### src/rtl/puf_pkg.sv
// Shared definitions for the PUF authentication verifier: FSM state encoding,
// default parameter values and a width helper.
package puf_pkg;

   localparam int DEF_CH_W      = 8;
   localparam int DEF_NUM_CH    = 16;
   localparam int DEF_SETTLE    = 4;
   localparam int DEF_HD_THRESH = 2;

   typedef enum logic [2:0] {
      IDLE    = 3'd0,
      DRIVE   = 3'd1,
      WAIT    = 3'd2,
      SAMPLE  = 3'd3,
      COMPARE = 3'd4,
      DONE    = 3'd5
   } puf_state_e;

   // Index width for a counter that walks 0..n-1, never narrower than one bit.
   function automatic int idx_width(input int n);
      return (n > 1) ? $clog2(n) : 1;
   endfunction

endpackage

### src/rtl/puf_popcount.sv
// Combinational population count of a W-bit vector.
module puf_popcount
   import puf_pkg::*;
#(
   parameter int W = DEF_NUM_CH
) (
   input  logic [W-1:0]             vec,
   output logic [$clog2(W+1)-1:0]   count
);

   localparam int CW = $clog2(W + 1);

   // Ripple sum of all set bits.
   always_comb begin
      count = '0;
      for (int i = 0; i < W; i++) begin
         count = count + CW'(vec[i]);
      end
   end

endmodule

### src/rtl/puf_auth_verifier.sv
// Drives a challenge sequence into an arbiter PUF, collects the responses into a
// signature and grades it against an enrolled reference by Hamming distance.
module puf_auth_verifier
   import puf_pkg::*;
#(
   parameter int CH_W      = DEF_CH_W,
   parameter int NUM_CH    = DEF_NUM_CH,
   parameter int SETTLE    = DEF_SETTLE,
   parameter int HD_THRESH = DEF_HD_THRESH
) (
   input  logic                          clk,
   input  logic                          rst,
   input  logic                          start,
   input  logic [CH_W-1:0]               ch_seed,
   input  logic [NUM_CH-1:0]             expected,
   input  logic                          RESP,
   output logic [CH_W-1:0]               CH,
   output logic                          ch_valid,
   output logic                          busy,
   output logic                          done,
   output logic                          pass,
   output logic                          fail,
   output logic [$clog2(NUM_CH+1)-1:0]   hd,
   output logic [NUM_CH-1:0]             signature,
   output logic                          LED1,
   output logic                          LED2
);

   localparam int HD_W   = $clog2(NUM_CH + 1);
   localparam int IDX_W  = idx_width(NUM_CH);
   localparam int WAIT_W = idx_width(SETTLE);

   localparam logic [IDX_W-1:0]  IDX_LAST    = IDX_W'(NUM_CH - 1);
   localparam logic [WAIT_W-1:0] WAIT_LAST   = WAIT_W'(SETTLE - 1);
   localparam logic [HD_W-1:0]   HD_THRESH_C = HD_W'(HD_THRESH);

   puf_state_e          state_r;
   logic [CH_W-1:0]     seed_r;
   logic [NUM_CH-1:0]   exp_r;
   logic [IDX_W-1:0]    idx_r;
   logic [IDX_W-1:0]    idx_inc_s;
   logic [WAIT_W-1:0]   wait_cnt_r;
   logic                resp_meta_r;
   logic                resp_sync_r;
   logic [CH_W-1:0]     ch_r;
   logic                ch_valid_r;
   logic                busy_r;
   logic                done_r;
   logic                pass_r;
   logic                fail_r;
   logic [HD_W-1:0]     hd_r;
   logic [NUM_CH-1:0]   sig_r;
   logic [NUM_CH-1:0]   diff_s;
   logic [HD_W-1:0]     pop_s;

   assign idx_inc_s = idx_r + IDX_W'(1);
   assign diff_s    = sig_r ^ exp_r;

   puf_popcount #(
      .W (NUM_CH)
   ) u_popcount (
      .vec   (diff_s),
      .count (pop_s)
   );

   // RESP comes from the arbiter with no timing relation to clk.
   always_ff @(posedge clk) begin
      if (rst) begin
         resp_meta_r <= 1'b0;
         resp_sync_r <= 1'b0;
      end else begin
         resp_meta_r <= RESP;
         resp_sync_r <= resp_meta_r;
      end
   end

   // Authentication sequencer; every output is registered here.
   always_ff @(posedge clk) begin
      if (rst) begin
         state_r    <= IDLE;
         seed_r     <= '0;
         exp_r      <= '0;
         idx_r      <= '0;
         wait_cnt_r <= '0;
         ch_r       <= '0;
         ch_valid_r <= 1'b0;
         busy_r     <= 1'b0;
         done_r     <= 1'b0;
         pass_r     <= 1'b0;
         fail_r     <= 1'b0;
         hd_r       <= '0;
         sig_r      <= '0;
      end else begin
         case (state_r)
            IDLE: begin
               done_r     <= 1'b0;
               busy_r     <= 1'b0;
               ch_valid_r <= 1'b0;
               if (start) begin
                  seed_r     <= ch_seed;
                  exp_r      <= expected;
                  sig_r      <= '0;
                  idx_r      <= '0;
                  pass_r     <= 1'b0;
                  fail_r     <= 1'b0;
                  ch_r       <= ch_seed;
                  ch_valid_r <= 1'b1;
                  busy_r     <= 1'b1;
                  state_r    <= DRIVE;
               end else begin
                  state_r    <= IDLE;
               end
            end
            DRIVE: begin
               wait_cnt_r <= '0;
               state_r    <= WAIT;
            end
            WAIT: begin
               if (wait_cnt_r == WAIT_LAST) begin
                  state_r    <= SAMPLE;
               end else begin
                  wait_cnt_r <= wait_cnt_r + WAIT_W'(1);
               end
            end
            SAMPLE: begin
               sig_r[idx_r] <= resp_sync_r;
               // CH for the next challenge is loaded here so it is already valid in DRIVE.
               if (idx_r < IDX_LAST) begin
                  idx_r   <= idx_inc_s;
                  ch_r    <= seed_r + CH_W'(idx_inc_s);
                  state_r <= DRIVE;
               end else begin
                  ch_valid_r <= 1'b0;
                  state_r    <= COMPARE;
               end
            end
            COMPARE: begin
               // Verdict is registered with hd so both are visible alongside done.
               hd_r    <= pop_s;
               pass_r  <= (pop_s <= HD_THRESH_C);
               fail_r  <= !(pop_s <= HD_THRESH_C);
               done_r  <= 1'b1;
               state_r <= DONE;
            end
            DONE: begin
               done_r  <= 1'b0;
               busy_r  <= 1'b0;
               state_r <= IDLE;
            end
            default: begin
               done_r     <= 1'b0;
               busy_r     <= 1'b0;
               ch_valid_r <= 1'b0;
               state_r    <= IDLE;
            end
         endcase
      end
   end

   assign CH        = ch_r;
   assign ch_valid  = ch_valid_r;
   assign busy      = busy_r;
   assign done      = done_r;
   assign pass      = pass_r;
   assign fail      = fail_r;
   assign hd        = hd_r;
   assign signature = sig_r;
   assign LED1      = pass_r;
   assign LED2      = fail_r;

endmodule

### config.mk
export PLATFORM = sky130hd
export DESIGN_NAME = puf_auth_verifier
export DESIGN_NICKNAME = d
export VERILOG_FILES = /design/src/rtl/puf_pkg.sv /design/src/rtl/puf_popcount.sv /design/src/rtl/puf_auth_verifier.sv
export SDC_FILE = /design/constraint.sdc
export NUM_CORES = 1
export LEC_CHECK = 0
export CORE_ASPECT_RATIO = 0.9
export CORE_MARGIN = 2
export CORE_UTILIZATION = 55
export CTS_CLUSTER_SIZE = 20
export DETAILED_ROUTE_END_ITERATION = 8
export PLACE_DENSITY = 0.91
export REMOVE_ABC_BUFFERS = 1
export SLEW_MARGIN = 20
export SYNTH_ARGS = -nofsm -noshare
export SYNTH_HDL_FRONTEND = slang
export SYNTH_SLANG_ARGS = --single-unit
### constraint.sdc
create_clock -name clk -period 10.1 [get_ports clk]
set_input_delay 1.01 -clock clk [delete_from_list [all_inputs] [get_ports clk]]
set_output_delay 1.01 -clock clk [all_outputs]
set_load 0.02 [all_outputs]
==> After elaboration in Yosys (flattened, before gate mapping) <==
Index checks and enable logic that the tools add are counted.
{ "word_totals": {"reg_bits": 69, "input_bits": 28, "output_inout_bits": 36, "word_cells": 90} }
{ "classes": {"add_sub_neg": 18, "n_lt_le_gt_ge": 4, "n_eq_ne": 11, "n_mux": 25, "n_bitwise": 2, "n_reduce_logical": 15} }
{ "ops": {"columns": ["operator", "n"], "rows": [
  ["5-bit by 1-bit adder with 5-bit output", 14],
  ["16-bit one-hot mux with 2 select lines", 1],
  ["16-bit bitwise mux", 1],
  ["16-bit 2-to-1 mux", 1],
  ["8-bit 2-to-1 mux", 2],
  ["8-bit one-hot mux with 2 select lines", 1],
  ["16-bit bitwise XOR", 1],
  ["3-bit one-hot mux with 5 select lines", 1],
  ["2-bit inequality test, second input constant", 5],
  ["2-bit AND reduction", 5],
  ["8-bit by 4-bit adder with 8-bit output", 1],
  ["4-bit 2-to-1 mux", 2],
  ["1-bit one-hot mux with 2 select lines", 4],
  ["4-bit one-hot mux with 2 select lines", 1],
  ["4-bit OR reduction", 2],
  ["3-bit by 2-bit == test with 1-bit output, second input constant", 2],
  ["3-bit == test, second input constant", 2],
  ["3-bit 2-to-1 mux", 2],
  ["2-bit nonzero test", 3],
  ["5-bit by 2-bit <= comparator with 1-bit output, second input constant", 1],
  ["4-bit by 5-bit less-than comparator with 1-bit output, second input constant", 1],
  ["1-bit 2-to-1 mux", 5],
  ["4-bit by 1-bit adder with 4-bit output, second input constant", 1],
  ["1-bit demux with 4-bit select", 1],
  ["15 further kinds", 15]
]} }

==> Longest topological paths before layout <==
Gate-level depths: netlist of run 1.
{ "depth": {"ltp_word": 19, "ltp_mapped": 14, "ltp_nobuf": 14} }

==> By module <==
From an unflattened synthesis of run 1, not the netlist that was laid out.
{ "hier_totals": {"cells_unflattened": 443, "area_unflattened_um2": 3638.5} }
{ "modules_own_cells": {"columns": ["mod", "n_inst", "cells_per_inst", "area_per_inst_um2", "seq_area_each_um2"], "rows": [
  ["puf_auth_verifier", 1, 396, 3230.6, 1381.3],
  ["puf_popcount", 1, 47, 407.9, 0.0]
]} }

==> Worst setup path before layout of run 1 <==
OpenSTA, ideal clock, no wires.
{ "synth_path": {"path_type": "reg-to-reg", "from": "reg sig_r[0] (netlist: signature[0])", "to": "reg pass_r (netlist: LED1)", "setup_time_ps": 57, "t_arrival_ps": 4614, "required_ps": 10043, "setup_slack_ps": 5429, "stages_incl_launch_ff": 15, "n_path_buf": 0, "synth_period_minus_slack_ps": 4671, "cell_sequence": "dfxtp_1 xor2_1 ha_1 fa_1 fa_1 fa_1 inv_1 fa_1 inv_1 fa_1 fa_1 or3_1 o21ai_0 and3_1 a21o_1"} }
{ "synth_via": {"elab_chain_len": 18} }
{ "synth_rtl": {"columns": ["item", "line", "rtl"], "rows": [
  ["start, declared", "puf_auth_verifier.sv:52", "logic [NUM_CH-1:0] sig_r;"],
  ["start signal, assigned by index", "puf_auth_verifier.sv:126", "sig_r[idx_r] <= resp_sync_r;"],
  ["16-bit bitwise XOR", "puf_auth_verifier.sv:57", "assign diff_s = sig_r ^ exp_r;"],
  ["1-bit by 1-bit adder with 2-bit output", "puf_popcount.sv:17", "count = count + CW'(vec[i]);"],
  ["5-bit by 1-bit adder with 5-bit output (14 in series)", "puf_popcount.sv:17", null],
  ["5-bit by 2-bit <= comparator with 1-bit output", "puf_auth_verifier.sv:140", "pass_r <= (pop_s <= HD_THRESH_C);"],
  ["1-bit one-hot mux with 2 select lines", "puf_auth_verifier.sv:94", "case (state_r)"],
  ["end signal, assigned", "puf_auth_verifier.sv:140", null],
  ["end, declared", "puf_auth_verifier.sv:49", "logic pass_r;"]
]} }
Every way passes these cells.
A chain may end at the register's enable or synchronous reset.

==> Final worst setup path of run 1 <==
{ "layout_path": {"from": "reg exp_r[0]", "to": "reg pass_r (netlist: LED1)"} }
{ "layout_via": {"elab_chain_len": 18} }
{ "layout_rtl": {"columns": ["item", "line", "rtl"], "rows": [
  ["start, declared", "puf_auth_verifier.sv:39", "logic [NUM_CH-1:0] exp_r;"],
  ["start signal, assigned", "puf_auth_verifier.sv:101", "exp_r <= expected;"],
  ["16-bit bitwise XOR", "puf_auth_verifier.sv:57", null],
  ["1-bit by 1-bit adder with 2-bit output", "puf_popcount.sv:17", null],
  ["5-bit by 1-bit adder with 5-bit output (14 in series)", "puf_popcount.sv:17", null],
  ["5-bit by 2-bit <= comparator with 1-bit output", "puf_auth_verifier.sv:140", null],
  ["1-bit one-hot mux with 2 select lines", "puf_auth_verifier.sv:94", null]
]} }
Every way passes these cells.

==> summary.md, run 1 <==
| Metric | Value |
|---|---|
| Reg2reg start | `exp_r[0]$_SDFFE_PP0P_` |
| Total Power | `0.6631 mW` |
| Synthesized area | `3583 um^2` |
| Met2 Wirelength | `4142 um` |
| Vias in the first global route | `2975` |
| Slowest cell on the critical path | `fa_1` |
| Synthesis-stage register bit count | `69` |
| Synth Warn # | `0` |
| Setup Skew | `0.007575 ns` |
| Die area | `7178 um^2` |
| EDFF count, synth | `0` |
| Routed vias/inst | `5.715` |
| Cells after Synth | `431` |
| TritonCTS clock tree | `built` |
| DRC | `0` |
| Share of layout cells above drive strength 1 | `4.948%` |
| Clock root cell | `clkbuf_8` |
| Clk_lat worst skew | `0.36 ns` |
| DPL Wire Length | `5740 um` |
| Max Cap Violations | `0` |
| CP endpoint kind | `flip-flop` |
| Slew @ Worst Pin | `0.9625 ns` |
| Max Clk Rate | `0.2096 GHz` |
| Core Rows | `27` |
| Total CTS buffers | `9` |
| Met3 WL post-DR | `607 um` |
| Post-synth ARST share | `0%` |
| CP delay by family, top | `adder cells` |
| Final Hold Viols | `0` |
| Top_reg_cell synth | `dfxtp_1` |
| Placer Congestion | `0.8152` |
| Hold WS | `0.4404 ns` |
| Hold/Removal Path Class | `reg2reg` |
| Fin cells | `572` |
| Placed cells | `555` |
| Synth unique cells | `48` |
| IO Port Bufs | `63` |
| Top Layer Used | `met4` |
| Post-Route M1 WL | `3674 um` |
| Syn_area_per_cell | `8.314 um^2` |
| Maximum root-to-sink buffer count | `2` |
| Clk sinks | `69` |
| Final Cell Area | `4427 um^2` |
| First-pass GRT wire length | `13860 um` |
| H-Tree Depth | `3` |
| Clock slew at reported path FFs | `0.07 ns` |
| Critical path startpoint category | `flip-flop` |
| Hold path depth | `1` |
| Path type of the worst setup path | `reg2reg` |
| Routed Antenna Nets | `0` |
| Drt first-iter violations | `274` |
| Period minus WS final | `4.772 ns` |
| Most frequent cells in the layout | `a21oi_1, nand2_1, dfxtp_1` |
| Hold Path Sink | `resp_sync_r$_SDFF_PP0_` |
| Buf/Inv on CP | `2` |
| CP required | `10.40 ns` |
| IO Pins | `64` |
| Core area | `6216 um^2` |
| Chip Width | `89.09 um` |
| Rel. slew slack | `35.64%` |
| Initial antenna violation count | `0` |
| # diodes | `0` |
| Status | `completed` |
| Pwr dens | `149.8 nW/um^2` |
| Critical-path cell list | `xor2_1, ha_1, fa_1, fa_1, fa_1, inv_1, fa_1, inv_1, fa_1, fa_1, or3_1, o21ai_0, and3_1, a21o_1` |
| Area growth syn-to-layout | `23.53%` |
| Endpoints failing setup | `0` |
| Final Max Tran Viols | `0` |
| Largest net degree at the start of global routing | `67` |
| Final wirelength | `8537 um` |
| Cells resized by post-CTS repair | `0` |
| Sequential-to-total area share from yosys stat | `38.55%` |
| Maximum vdd drop | `0.00008658 V` |
| RSZ-0062 raised after global routing | `no` |
| Routed via count | `3269` |
| WL/cell | `14.92 um` |
| Initial Util | `57.65%` |
| # Post-CTS Setup Buffers | `0` |
| Setup TNS Final | `0 ns` |
| CTS Hold Bufs | `0` |
| Crit Path Max Fanout | `3` |
| Worst hold start | `resp_meta_r$_SDFF_PP0_` |
| Period utilization | `47.25%` |
| P_leak | `1.809 nW` |
| Reg2reg end | `LED1$_SDFFE_PP0P_` |
| Most used cell, CP | `fa_1` |
| CP peak stage delay | `0.56 ns` |
| Pre-antenna DRT Iters | `5` |
| R2R depth | `14` |
| Die height | `80.58 um` |
| Fin nets | `533` |
| Worst Path Arrival | `5.07 ns` |
| Internal reg-to-reg setup slack | `5.33 ns` |
| Tot GR Track Use | `24.99%` |
| Cell Area, Placed | `4219 um^2` |
| GR Overflow Total | `0` |
## cell usage after synthesis, types with 4 or more instances
cell type / count / area share (%)
dfxtp_1: 69 / 39
fa_1: 11 / 6.1
inv_1: 13 / 1.4
nor2_1: 22 / 2.3
a22oi_1: 6 / 1.3
xor2_1: 17 / 4.2
clkbuf_1: 17 / 1.8
ha_1: 14 / 4.9
buf_2: 5 / 0.70
o21ai_0: 26 / 3.6
nand3_1: 6 / 0.84
a21oi_1: 73 / 10
and3_1: 9 / 1.6
nand2_1: 73 / 7.6
a31oi_1: 4 / 0.70
xnor2_1: 8 / 2.0
nor2b_1: 8 / 1.4
## report_power, final
| group | total, mW | leakage [nW] | switching [mW] | internal [mW] |
|---|---|---|---|---|
| combinational | 0.141 | 1.15 | 0.0800 | 0.0615 |
| sequential | 0.297 | 0.562 | 0.0114 | 0.285 |
| clock | 0.225 | 0.0964 | 0.105 | 0.120 |
| total | 0.663 | 1.81 | 0.196 | 0.467 |
## per-stage QoR
stage | utilization, % | setup slack, ns
floorplan | - | 5.429
global placement | 67.87 | 5.439
detailed placement | 67.87 | 5.353
CTS | 70.97 | 5.315
global route | 71.22 | 5.151
finish | 71.22 | 5.328
## cells by family after synthesis
logic type | Yosys count | share of synthesized area, %
XOR/XNOR | 25 | 6.110
flip-flops | 69 | 38.55
adder cells (fa/ha/maj) | 25 | 11.03
AND/OR/NAND/NOR | 138 | 17.74
multiplexers | 5 | 1.816
AO/OA/AOI/OAI | 128 | 20.04
buffers and inverters | 41 | 4.713
## worst max path at each step
stage | startpoint | to | depth (start not counted)
6_report | exp_r[0]$_SDFFE_PP0P_ | LED1$_SDFFE_PP0P_ | 14
5_1_grt | signature[1]$_SDFFE_PP0P_ | LED1$_SDFFE_PP0P_ | 14
4_1_cts | exp_r[0]$_SDFFE_PP0P_ | LED1$_SDFFE_PP0P_ | 14
3_5_place_dp | exp_r[0]$_SDFFE_PP0P_ | LED1$_SDFFE_PP0P_ | 14
3_3_place_gp | exp_r[0]$_SDFFE_PP0P_ | LED1$_SDFFE_PP0P_ | 14
2_1_floorplan | signature[0]$_SDFFE_PP0P_ | LED1$_SDFFE_PP0P_ | 14
## worst reg2reg max path, cell delays in order (launching register included)
cell	delay, ns
dfxtp_1	0.32
xor2_1	0.16
ha_1	0.33
fa_1	0.53
fa_1	0.52
fa_1	0.56
inv_1	0.07
fa_1	0.53
inv_1	0.06
fa_1	0.45
fa_1	0.43
or3_1	0.38
o21ai_0	0.10
and3_1	0.19
a21o_1	0.11
## layer usage
metal	track usage, %	up-vias
met3	6.269	10
met2	40.30	131
met4	8.507	0
met5	0	-
li1	-	1584
met1	32.48	1544
## sequential cells by signal (all words and copies together), names as in the netlist
name,flops
signature,16
resp_sync_r,1
done,1
state_r,3
LED1,1
LED2,1
idx_r,4
seed_r,8
hd,5
CH,8
ch_valid,1
wait_cnt_r,2
exp_r,16
busy,1
resp_meta_r,1
## area by class of cell
type / count / area [um^2]
Multi-Input combinational cell: 321 / 2039
Tap cell: 87 / 108.9
Sequential cell: 69 / 1381
Fill cell: 487 / 1789
Clock buffer: 12 / 145.1
Clock inverter: 4 / 47.55
Timing Repair Buffer: 66 / 655.6
Inverter: 13 / 48.80
No activity file was read; power rests on OpenSTA's default activity.
==> inputs of run 2 (changes only) <==
CORE_UTILIZATION = 53   (was 55)
PLACE_DENSITY = 0.88   (was 0.91)
clock period = 4.4 ns   (was 10.1 ns; I/O delays follow)
==> run 2 against run 1 <==
- the run now ends with negative setup slack left
- via count down 0.12%
- die area up 3.6%
- total power up 130%
- clock skew down 0.0021 ns
- sequential share of layout area down 0.13 points
- hold slack better by 0.00066 ns
- utilization down 3.2 points
- cell area up 0.71%
- wire length up 2.9%
- critical path depth unchanged
- largest power group unchanged
- highest routed layer unchanged
==> summary.md, run 2 (same netlist as run 1, synthesis figures left out) <==
| Metric | Value |
|---|---|
| Rel. slew slack | `28.32%` |
| Routed vias/inst | `5.649` |
| Die height | `82.01 um` |
| Endpoints failing setup | `1` |
| IO Port Bufs | `63` |
| Initial antenna violation count | `0` |
| Fill cell count | `519` |
| Clock slew at reported path FFs | `0.07 ns` |
| Placer Congestion | `0.8805` |
| Total CTS buffers | `9` |
| Sw Ratio | `29.88%` |
| Final Max Tran Viols | `0` |
| DRC | `0` |
| Internal power | `1.056 mW` |
| Setup TNS Final | `-0.05467 ns` |
| DPL Wire Length | `5886 um` |
| CP endpoint kind | `flip-flop` |
| Cell Area, Placed | `4260 um^2` |
| CTS Hold Bufs | `0` |
| Slew @ Worst Pin | `1.075 ns` |
| Final Hold Viols | `0` |
| Placed cells | `563` |
| Post-Place Setup Slack | `-0.4183 ns` |
| Fin cells | `578` |
| Maximum vdd drop | `0.0001774 V` |
| Clk network pwr share | `31.8%` |
| Share of layout cells above drive strength 1 | `7.582%` |
| Fin util | `68.05%` |
| Pwr dens | `337.9 nW/um^2` |
| Max Clk Rate | `0.2245 GHz` |
| Worst Path Arrival | `4.75 ns` |
| Final Cell Area | `4458 um^2` |
| Path type of the worst setup path | `reg2reg` |
| P_leak | `1.818 nW` |
| Period utilization | `101.2%` |
| Hold/Removal Path Class | `reg2reg` |
| Max Cap Violations | `0` |
| RSZ-0062 raised after global routing | `yes` |
| IO Pins | `64` |
| Critical path startpoint category | `flip-flop` |
| Crit Path Max Fanout | `3` |
| Combinational group share of total power | `23.0%` |
| Fin nets | `537` |
| Clock root cell | `clkbuf_8` |
| Post-route setup slack | `-0.05467 ns` |
| WL/cell | `15.20 um` |
| TritonCTS clock tree | `built` |
| CP required | `4.69 ns` |
| Initial Util | `54.70%` |
| Routed Antenna Nets | `0` |
| Status | `complete, but fails checks` |
| # diodes | `0` |
| Routed via count | `3265` |
| NetSw | `0.4501 mW` |
| First-pass GRT wire length | `14390 um` |
| Most frequent cells in the layout | `a21oi_1, nand2_1, dfxtp_1` |
| Maximum root-to-sink buffer count | `2` |
| # Post-CTS Setup Buffers | `0` |
| GR Overflow Total | `0` |
| Chip Width | `90.68 um` |
| Violated checks | `negative setup slack` |
| Largest net degree at the start of global routing | `66` |
| Clk_lat worst skew | `0.34 ns` |
| Area growth syn-to-layout | `24.41%` |
| Worst Setup SP | `exp_r[0]$_SDFFE_PP0P_` |
| Flop pwr share | `45.3%` |
| Drt first-iter violations | `175` |
| Core area | `6551 um^2` |
| Vias in the first global route | `3063` |
| H-Tree Depth | `3` |
| Worst hold start | `resp_meta_r$_SDFF_PP0_` |
| Pre-antenna DRT Iters | `5` |
| Die area | `7436 um^2` |
| Setup Skew | `0.005435 ns` |
| Final wirelength | `8787 um` |
| Reg2reg start | `exp_r[0]$_SDFFE_PP0P_` |
| Period minus WS final | `4.455 ns` |
| Clk sinks | `69` |
| Core Rows | `28` |
| Tot GR Track Use | `24.28%` |
## run 2: cell types whose count changed in the layout (fill, tap and decap cells not counted), moves of 2 or more
cell,delta
clkbuf_8,+2
inv_1,-2
fa_2,+3
buf_4,+5
fa_1,-3
inv_2,+2
dfxtp_1,-3
dfxtp_2,+3
## run 2: worst paths after layout
path                             to  slack, ns  depth (start not counted)
max               LED1$_SDFFE_PP0P_      -0.05                         14
min          resp_sync_r$_SDFF_PP0_       0.44                          1
max reg2reg       LED1$_SDFFE_PP0P_      -0.05                         14
min reg2reg  resp_sync_r$_SDFF_PP0_       0.44                          1
## run 2: power by group through the flow
stage               clock network [mW]  logic [mW]  registers [mW]
floorplan                            0       0.197           0.701
global placement                     0       0.306           0.693
detailed placement                   0       0.321           0.695
CTS                              0.480       0.333           0.681
global route                     0.513       0.387           0.685
finish                           0.478       0.346           0.682
## run 2: stage by stage
step	total power, mW	hold WS [ns]
finish	1.506	0.4411
global route	1.585	0.4696
CTS	1.494	0.4412
detailed placement	1.015	0.4248
global placement	0.9990	0.4244
floorplan	0.8974	0.4138
## run 2: final cells by class
class,count,area (um^2),area share [%]
Multi-Input combinational cell,321,2056,46.11
Clock buffer,14,172.7,3.873
Tap cell,90,112.6,2.526
Timing Repair Buffer,70,678.2,15.21
Sequential cell,69,1385,31.07
Inverter,13,48.80,1.095
Clock inverter,1,5.005,0.1123
## run 2: metal layers
metal / GRT usage [%] / vias to the layer above / share of wire [%]
li1: - / 1589 / -
met2: 40.30 / 126 / 48
met1: 30.89 / 1529 / 45
met5: 0 / - / 0
met4: 10.77 / 0 / 2.2
met3: 5.229 / 21 / 5.6
## run 2: repair_timing
| item | in CTS | in global routing |
|---|---|---|
| endpoints found under the setup margin | 5 | 2 |
| endpoints found under the hold margin | 0 | 0 |
| pin swaps | 11 | 4 |
| cloned | 0 | 0 |
| gates resized for setup | 6 | 5 |
## run 2: worst max-delay path, cell delays in order, from the launching register on
cell,delay (ns)
dfxtp_2,0.33
xor2_1,0.15
ha_1,0.33
fa_2,0.60
fa_1,0.43
fa_1,0.52
inv_2,0.04
fa_1,0.49
inv_2,0.04
fa_2,0.37
fa_2,0.37
or3_4,0.38
o21ai_2,0.07
and3_1,0.16
a21o_1,0.10
